**src/rtl/fsic_axis_rx_pkg.sv**
```systemverilog
// Shared entry layout for the serdes RX elastic buffer.
// Entry = {tlast, tid, tuser, tkeep, tstrb, tdata}.
package fsic_axis_rx_pkg;

  localparam int DATA_W = 32;
  localparam int MAX_DW = 128;
  localparam int MAX_SW = MAX_DW / 8;
  localparam int MAX_EW = MAX_DW + 2 * MAX_SW + 5;

  function automatic int entry_w(input int dw);
    return dw + 2 * (dw / 8) + 5;
  endfunction

  localparam int ENTRY_W = entry_w(DATA_W);

  typedef struct packed {
    logic              last;
    logic [1:0]        id;
    logic [1:0]        user;
    logic [MAX_SW-1:0] keep;
    logic [MAX_SW-1:0] strb;
    logic [MAX_DW-1:0] data;
  } rx_beat_t;

  // Fields are packed LSB-first at offsets set by the live data width.
  function automatic logic [MAX_EW-1:0] entry_pack(
    input int                dw,
    input logic [MAX_DW-1:0] data,
    input logic [MAX_SW-1:0] strb,
    input logic [MAX_SW-1:0] keep,
    input logic [1:0]        user,
    input logic [1:0]        id,
    input logic              last
  );
    logic [MAX_EW-1:0] e;
    int sw;
    sw = dw / 8;
    e = MAX_EW'(data);
    e = e | (MAX_EW'(strb) << dw);
    e = e | (MAX_EW'(keep) << (dw + sw));
    e = e | (MAX_EW'(user) << (dw + 2 * sw));
    e = e | (MAX_EW'(id) << (dw + 2 * sw + 2));
    e = e | (MAX_EW'(last) << (dw + 2 * sw + 4));
    return e;
  endfunction

  function automatic rx_beat_t entry_unpack(
    input int                dw,
    input logic [MAX_EW-1:0] e
  );
    rx_beat_t b;
    int sw;
    logic [MAX_DW-1:0] dmask;
    logic [MAX_SW-1:0] smask;
    sw = dw / 8;
    dmask = (MAX_DW'(1) << dw) - MAX_DW'(1);
    smask = (MAX_SW'(1) << sw) - MAX_SW'(1);
    b.data = MAX_DW'(e) & dmask;
    b.strb = MAX_SW'(e >> dw) & smask;
    b.keep = MAX_SW'(e >> (dw + sw)) & smask;
    b.user = 2'(e >> (dw + 2 * sw));
    b.id   = 2'(e >> (dw + 2 * sw + 2));
    b.last = 1'(e >> (dw + 2 * sw + 4));
    return b;
  endfunction

endpackage

```
**src/rtl/fsic_sync_fifo_mem.sv**
```systemverilog
// Register-array storage for the RX FIFO.
// One write port, combinational read at the head pointer.
module fsic_sync_fifo_mem #(
  parameter int pDEPTH = 16,
  parameter int pWIDTH = 45
) (
  input  logic                      axis_clk,
  input  logic                      we,
  input  logic [$clog2(pDEPTH)-1:0] waddr,
  input  logic [pWIDTH-1:0]         wdata,
  input  logic [$clog2(pDEPTH)-1:0] raddr,
  output logic [pWIDTH-1:0]         rdata
);

  logic [pWIDTH-1:0] mem [pDEPTH];

  always_ff @(posedge axis_clk) begin
    if (we) mem[waddr] <= wdata;
  end

  assign rdata = mem[raddr];

endmodule

```
**src/rtl/fsic_axis_rx_fifo.sv**
```systemverilog
// Serdes RX elastic buffer: absorbs unthrottled beats, replays
// them as AXI-Stream, and drives remote flow control.
module fsic_axis_rx_fifo
  import fsic_axis_rx_pkg::*;
#(
  parameter int pDATA_WIDTH = 32,
  parameter int pDEPTH      = 16,
  parameter int pHEADROOM   = 8,
  parameter int pHYST       = 2
) (
  input  logic                       axis_clk,
  input  logic                       axis_rst_n,
  input  logic [pDATA_WIDTH-1:0]     is_as_tdata,
  input  logic [pDATA_WIDTH/8-1:0]   is_as_tstrb,
  input  logic [pDATA_WIDTH/8-1:0]   is_as_tkeep,
  input  logic                       is_as_tlast,
  input  logic [1:0]                 is_as_tid,
  input  logic [1:0]                 is_as_tuser,
  input  logic                       is_as_tvalid,
  output logic                       as_is_tready,
  output logic [pDATA_WIDTH-1:0]     m_axis_tdata,
  output logic [pDATA_WIDTH/8-1:0]   m_axis_tstrb,
  output logic [pDATA_WIDTH/8-1:0]   m_axis_tkeep,
  output logic                       m_axis_tlast,
  output logic [1:0]                 m_axis_tid,
  output logic [1:0]                 m_axis_tuser,
  output logic                       m_axis_tvalid,
  input  logic                       m_axis_tready,
  output logic [$clog2(pDEPTH):0]    fifo_level,
  output logic                       overflow,
  input  logic                       overflow_clr
);

  localparam int AW = $clog2(pDEPTH);
  localparam int LW = AW + 1;
  localparam int EW = entry_w(pDATA_WIDTH);
  localparam int SW = pDATA_WIDTH / 8;
  localparam logic [LW-1:0] FULL  = LW'(pDEPTH);
  localparam logic [LW-1:0] LO_TH = LW'(pHEADROOM);
  localparam logic [LW-1:0] HI_TH = LW'(pHEADROOM + pHYST);

  typedef enum logic {HOLD = 1'b0, OPEN = 1'b1} fc_state_t;

  fc_state_t       state_q, state_d;
  logic [AW-1:0]   wptr_q, rptr_q;
  logic [LW-1:0]   level_q, level_d, free_d;
  logic            ovf_q;
  logic            push, pop, drop;
  logic [EW-1:0]   wentry, rentry;
  rx_beat_t        head;

  assign pop  = m_axis_tvalid & m_axis_tready;
  assign push = is_as_tvalid & ((level_q != FULL) | pop);
  assign drop = is_as_tvalid & (level_q == FULL) & ~pop;

  assign wentry = EW'(entry_pack(pDATA_WIDTH,
                                 MAX_DW'(is_as_tdata),
                                 MAX_SW'(is_as_tstrb),
                                 MAX_SW'(is_as_tkeep),
                                 is_as_tuser,
                                 is_as_tid,
                                 is_as_tlast));

  fsic_sync_fifo_mem #(
    .pDEPTH (pDEPTH),
    .pWIDTH (EW)
  ) u_mem (
    .axis_clk (axis_clk),
    .we       (push),
    .waddr    (wptr_q),
    .wdata    (wentry),
    .raddr    (rptr_q),
    .rdata    (rentry)
  );

  always_comb begin
    level_d = level_q;
    unique case ({push, pop})
      2'b10:   level_d = level_q + LW'(1);
      2'b01:   level_d = level_q - LW'(1);
      default: level_d = level_q;
    endcase
    free_d = FULL - level_d;
  end

  always_ff @(posedge axis_clk or negedge axis_rst_n) begin
    if (!axis_rst_n) begin
      wptr_q  <= '0;
      rptr_q  <= '0;
      level_q <= '0;
      ovf_q   <= 1'b0;
    end else begin
      if (push) wptr_q <= wptr_q + AW'(1);
      if (pop)  rptr_q <= rptr_q + AW'(1);
      level_q <= level_d;
      // A drop in the same cycle as a clear must stay visible.
      if (drop)              ovf_q <= 1'b1;
      else if (overflow_clr) ovf_q <= 1'b0;
    end
  end

  always_ff @(posedge axis_clk or negedge axis_rst_n) begin
    if (!axis_rst_n) state_q <= HOLD;
    else             state_q <= state_d;
  end

  always_comb begin
    state_d = state_q;
    unique case (state_q)
      OPEN:    if (free_d <= LO_TH) state_d = HOLD;
      HOLD:    if (free_d >= HI_TH) state_d = OPEN;
      default: state_d = HOLD;
    endcase
  end

  assign as_is_tready = (state_q == OPEN);
  assign fifo_level   = level_q;
  assign overflow     = ovf_q;
  assign m_axis_tvalid = (level_q != '0);

  // Head of an empty RAM is stale, so the outputs are forced low.
  always_comb begin
    head = entry_unpack(pDATA_WIDTH, MAX_EW'(rentry));
    m_axis_tdata = '0;
    m_axis_tstrb = '0;
    m_axis_tkeep = '0;
    m_axis_tlast = 1'b0;
    m_axis_tid   = '0;
    m_axis_tuser = '0;
    if (m_axis_tvalid) begin
      m_axis_tdata = pDATA_WIDTH'(head.data);
      m_axis_tstrb = SW'(head.strb);
      m_axis_tkeep = SW'(head.keep);
      m_axis_tlast = head.last;
      m_axis_tid   = head.id;
      m_axis_tuser = head.user;
    end
  end

endmodule

```
**config.mk**
```make
export PLATFORM = sky130hd
export DESIGN_NAME = fsic_axis_rx_fifo
export DESIGN_NICKNAME = d
export VERILOG_FILES = /design/src/rtl/fsic_axis_rx_pkg.sv /design/src/rtl/fsic_sync_fifo_mem.sv /design/src/rtl/fsic_axis_rx_fifo.sv
export SDC_FILE = /design/constraint.sdc
export NUM_CORES = 1
export LEC_CHECK = 0
export ABC_AREA = 1
export CORE_AREA = 2 2 229 231
export DETAILED_ROUTE_END_ITERATION = 16
export DIE_AREA = 0 0 231 233
export DONT_BUFFER_PORTS = 1
export PLACE_DENSITY = 0.77
export SKIP_LAST_GASP = 1
export SLEW_MARGIN = 25
export SYNTH_ARGS = -nofsm -noshare
export SYNTH_HDL_FRONTEND = slang
export SYNTH_SLANG_ARGS = --single-unit
export TNS_END_PERCENT = 5
```
**constraint.sdc**
```tcl
create_clock -name axis_clk -period 3.7 [get_ports axis_clk]
set_input_delay 0.555 -clock axis_clk [delete_from_list [all_inputs] [get_ports axis_clk]]
set_output_delay 0.555 -clock axis_clk [all_outputs]
set_load 0.05 [all_outputs]
```
* Word level (Yosys, flattened, before mapping)
Memory sizes are Yosys's and may differ from the RTL's.
Index checks and enable logic that the tools add are counted.
** Storage, ports and cells
- Memory bits (writable) :: 720
- Word-level logic and storage cells :: 45
- Input port bits :: 50
- Bits in registers :: 15
- Memories :: 1
** Operators by class
- $add $sub $neg :: 5
- Mux-type cells :: 14
- Eq/ne operators :: 4
- $lt $le $gt $ge :: 2
- Reduce and logical (&&, ||, !) cells :: 2
- Bitwise logic cells :: 12
** Memories
- u_mem.mem :: depth 16, bits a word 45, read ports 1, clocked after Yosys merged registers in 0, write ports 1, line fsic_sync_fifo_mem.sv:15 : logic [pWIDTH-1:0] mem [pDEPTH];
** Operators by type and width (count)
- $or A44 B45 Y45 :: 1
- $or A42 B44 Y44 :: 1
- $or A40 B42 Y42 :: 1
- $or A36 B40 Y40 :: 1
- $or A32 B36 Y36 :: 1
- $mux W32 :: 1
- $pmux W5 S2 :: 1
- $add A4 B1 Y4 const B :: 2
- $mux W4 :: 2
- $mux W1 :: 7
- $add A5 B1 Y5 const B :: 1
- $eq A5 B5 Y1 const B :: 1
- $ge A5 B4 Y1 const B :: 1
- $le A5 B4 Y1 const B :: 1
- $ne A5 B5 Y1 const B :: 1
- $reduce_bool A5 Y1 :: 1
- $sub A5 B1 Y5 const B :: 1
- $sub A5 B5 Y5 const A :: 1
- $and A1 B1 Y1 :: 4
- $mux W2 :: 2
- $eq A2 B1 Y1 const B :: 1
- $eq A2 B2 Y1 const B :: 1
- $not A1 Y1 :: 2
- $pmux W1 S2 :: 1
- other kinds (2) :: 2

* Logic depth before layout (Yosys ltp)
- Depth in word-level cells :: 10
- Depth in mapped cells :: 22
- Gate-level depth less buffers :: 22

* Cells and area by module
From an unflattened synthesis, not the netlist that was laid out.
** Unflattened totals
- Cell total of the unflattened synthesis :: 3154
- Area total of the unflattened synthesis :: 32359.8 um2
** By module, submodules not included
- fsic_sync_fifo_mem :: sequential area each 21620.7 um2, area each 30923.4 um2, cells each 2922, times used 1
- fsic_axis_rx_fifo :: sequential area each 375.4 um2, area each 1436.4 um2, cells each 232, times used 1

* Worst setup path after synthesis
Ideal clock, no wire load.
- Path type :: flip-flop to flip-flop
- Start :: reg level_q[1] (netlist: fifo_level[1])
- End :: mem u_mem.mem[11][0] (enable)
- Path buffers :: 0
- Arrival time :: 3446 ps
- Required time :: 3253 ps
- Cell stages (with the launch flop) :: 9
- Slack :: -194 ps
- Cells stage by stage :: dfrtp_1 -> inv_1 -> nand3_1 -> nor3b_1 -> nor2_2 -> inv_1 -> nor2_1 -> inv_1 -> nor2_1
** On the way
- Longest elaborated chain between the ends :: 6
** Ends and longest elaborated chain
- from (decl) :: line fsic_axis_rx_fifo.sv:46 : logic [LW-1:0] level_q, level_d, free_d;
- from (signal assigned) :: line fsic_axis_rx_fifo.sv:95 : level_q <= level_d;
- $reduce_bool A5 Y1 :: line fsic_axis_rx_fifo.sv:119 : assign m_axis_tvalid = (level_q != '0);
- $and A1 B1 Y1 :: line fsic_axis_rx_fifo.sv:52 : assign pop = m_axis_tvalid & m_axis_tready;
- $or A1 B1 Y1 (*) :: line fsic_axis_rx_fifo.sv:53 : assign push = is_as_tvalid & ((level_q != FULL) | pop);
- $and A1 B1 Y1 (*) :: line fsic_axis_rx_fifo.sv:53
- $mux W1 (*) :: line fsic_sync_fifo_mem.sv:18 : if (we) mem[waddr] <= wdata;
- $mux W1 (not written as such) (*) :: line fsic_sync_fifo_mem.sv:18
- to (decl) :: line fsic_sync_fifo_mem.sv:15
Every way passes the cells marked *; elsewhere a longest branch is shown, timed or not.

* Final worst setup path
- Start :: reg rptr_q[1]
- End :: out m_axis_tdata[2]
** On the way
- Longest elaborated chain between the ends :: 2
** Ends and longest elaborated chain
- from (decl) :: line fsic_axis_rx_fifo.sv:45 : logic [AW-1:0] wptr_q, rptr_q;
- from (signal assigned) :: line fsic_axis_rx_fifo.sv:94 : if (pop) rptr_q <= rptr_q + AW'(1);
- $mem_v2 Z16 W45
- $mux W32 :: line fsic_axis_rx_fifo.sv:130 : if (m_axis_tvalid) begin
- to (decl) :: line fsic_axis_rx_fifo.sv:21 : output logic [pDATA_WIDTH-1:0] m_axis_tdata,
Every way passes these cells.

==> qor.yml <==
path_max_fanout: 33
fp.dieH_microns: 233
grt_setup_unrepaired: "yes"
synth_area_per_cell_sq_um: 13.7
regArea_sq_mm: 0.0220
hp-start: "is_as_tdata[30]"
clk_latency_ps: 630
critPathLaunchType: "flop"
die-area_sq_mm: 0.0538
cts.reportedPaths.clkPinSlew_ps: 60
period_share_pct: 97.5
multiInputGateArea_sq_mm: 0.00618
vias: 18600
hold_class: "input pin to flop"
start_util_pct: 56.8
fill_cells: 3622
cts_root_buf: "clkbuf_16"
routedWlPerCell_microns: 25.0
worst_clock_skew_ps: 25.6
nets: 2211
vias_per_cell: 6.45
synth_cells: 2120
arrival_ps: 3050
rows: 83
grt_max_degree: 142
hold_viol_final: 0
cellLeakagePower_nw: 10.5
setup_viol: 0
synth_area_leader_cell: "edfxtp_1"
yosysUniqueCellTypes: 27
fin_hold_ws_ps: 19.7
critPathRequiredTime_ps: 3140
area_growth_syn_to_layout_pct: 11.7
reg2reg_slack_ps: 580
criticalPathCategory: "flop to output port"
status: "finished, final reports clean"
power_density_mw_per_mm2: 872
die_w_microns: 231
reg2reg_from: "fifo_level[3]"
grtUsageTotal_pct: 26.8
dpl.hpwl_microns: 37000
synth.area.top_cells: "edfxtp_1 75%, o21ai_0 6.2%, nor2_1 4.9%, o221ai_1 4.3%, nand3_1 1.5%"
drv_slew: 0
crit_path_end_kind: "output port"
synth_area_sq_mm: 0.0290
crit_chain: "inv_6 -> buf_4 -> o21ai_0 -> o221ai_1 -> nand3_1 -> a21oi_1 -> buf_4"
peakVddDrop_mv: 0.619
cts_setup_buffers: 0
drc: 0
grt_pass1_wl_microns: 108000
netlist.area_leader.share_pct: 74.5
grt.overflow.total: 0
cts.sinks: 735
clk_path_buf_depth: 3
drive_gt1_share_pct: 10.5
slew_headroom_pct: 31.7
worst_pin_slew_ps: 1020
htree_levels: 3
numCtsBuffers: 74
antenna_found_initial: 2
first_iter_violations: 2316
dr.pass1.iters: 6
period_minus_slack_ps: 3610
ys_warn_count: 0
cts_tree: "built"
maxCapViolCount: 0
fin_util_pct: 63.4
synthesis.nets: 2180
port_buffers: 0
cp_common_cell: "buf_4"
ios: 103
critPathSlowestCell: "dfrtp_4"
antennaDiodeCount: 0
fmax_ghz: 0.277
crit_path_max_incr_delay_ps: 640
core_area_sq_mm: 0.0511
crit_start: "rptr_q[1]"
place.gp.congestion: 0.777
grt_pass1_vias: 18400
ys_seq_elements: 735
wl_microns: 71900
seq_area_frac_synth_pct: 75.8
ant_nets: 0
where the power goes:
group,internal (mW),total (mW),switching (mW)
Sequential,10.1,10.4,0.326
Combinational,2.94,10.9,7.97
Clock,3.92,6.95,3.04
critical path: cells and delay by family, from the launching register on:
kind	cells	cell delay, ps
buffers and inverters	3	950
AOI/OAI and AO/OA	3	710
DFF	1	640
and+or+nand+nor	1	110
metrics by stage:
stage / instance area (sq um) / setup WS, ps / TNS (ps) / instances / total power, mW
3_3_place_gp: 30100 / 659 / 0 / 2751 / 21.0
6_report: 32400 / 93.0 / 0 / 2882 / 28.3
3_5_place_dp: 30100 / 566 / 0 / 2751 / 21.3
4_1_cts: 32400 / 13.7 / 0 / 2882 / 28.3
5_1_grt: 32400 / -8.62 / -8.62 / 2882 / 29.5
2_1_floorplan: 29000 / -194 / -35410 / 2120 / 18.0
Yosys cell counts:
cell / number
o221ai_1: 142
nor2_1: 381
clkbuf_1: 76
xor2_1: 8
buf_12: 1
inv_1: 43
o21ai_0: 360
nand3_1: 86
inv_4: 1
a21boi_0: 1
o22ai_1: 20
clkbuf_2: 8
buf_6: 13
nor3b_1: 1
o211ai_1: 3
o21ai_1: 24
a21oi_1: 81
nor2_2: 2
edfxtp_1: 720
buf_4: 10
ha_1: 10
nand4_1: 3
nand2_1: 63
buf_1: 8
buf_2: 36
dfrtp_1: 15
inv_2: 4
logic make-up (layout without fill, tap and decap cells):
group           after synthesis  count (layout)  synth area share, %
fa+ha+maj                    10              10                0.431
compound gates              631             631                 12.8
buf+inv                     200             282                 3.31
flops                       735             735                 75.8
xor+xnor                      8               8                0.242
simple gates                536             536                 7.36
registers in the layout, indices dropped and copies added, names as in the netlist:
signal,flops
u_mem.mem,720
fifo_level,5
wptr_q,4
rptr_q,4
as_is_tready,1
overflow,1
timing repair:
item | 4_1_cts | 5_1_grt
hold buffers | 4 | 0
hold endpoints to repair | 32 | 0
endpoints found under the setup margin | 0 | 20
gates resized for setup | 0 | 4
final timing paths:
check | endpoint | cells past startpoint
hold / removal | u_mem.mem[15][30] | 0
max in group asynchronous | rptr_q[0] | 1
setup reg to reg | as_is_tready | 16
hold reg to reg | wptr_q[0] | 1
min in group asynchronous | fifo_level[2] | 1
setup / recovery | m_axis_tdata[2] | 7
cell type report:
cell class | count | area share (%)
flip-flops and latches | 735 | 67.9
multi-input cells | 1185 | 19.1
clock buffers | 89 | 5.92
repair buffers | 107 | 2.93
well taps | 680 | 2.63
clock inverters | 38 | 0.934
inverters | 48 | 0.602
layer usage:
metal  up-vias  global-route usage, %  wire length [microns]
li1       8079                      -                      -
met1      9169                   35.3                  27000
met2      1133                   43.6                  35000
met3       202                   5.60                   7450
met4         4                   11.1                   2460
met5         -                      0                     24
layout by cell type, fill, tap and decap left out, types with 2 or more instances in the layout:
| cell type | instances |
|---|---|
| a21oi_1 | 81 |
| buf_12 | 10 |
| buf_4 | 90 |
| buf_6 | 3 |
| bufinv_16 | 3 |
| clkbuf_1 | 14 |
| clkbuf_16 | 74 |
| clkinv_1 | 12 |
| clkinv_2 | 13 |
| clkinvlp_4 | 3 |
| dfrtp_1 | 12 |
| dfrtp_4 | 2 |
| dlygate4sd3_1 | 4 |
| edfxtp_1 | 720 |
| ha_1 | 10 |
| inv_1 | 42 |
| inv_2 | 3 |
| inv_6 | 6 |
| nand2_1 | 63 |
| nand3_1 | 86 |
| nand4_1 | 3 |
| nor2_1 | 365 |
| nor2_4 | 17 |
| o211ai_1 | 3 |
| o21ai_0 | 360 |
| o21ai_1 | 24 |
| o221ai_1 | 142 |
| o22ai_1 | 20 |
| xor2_1 | 8 |
Power figures use the tool's default switching activity.
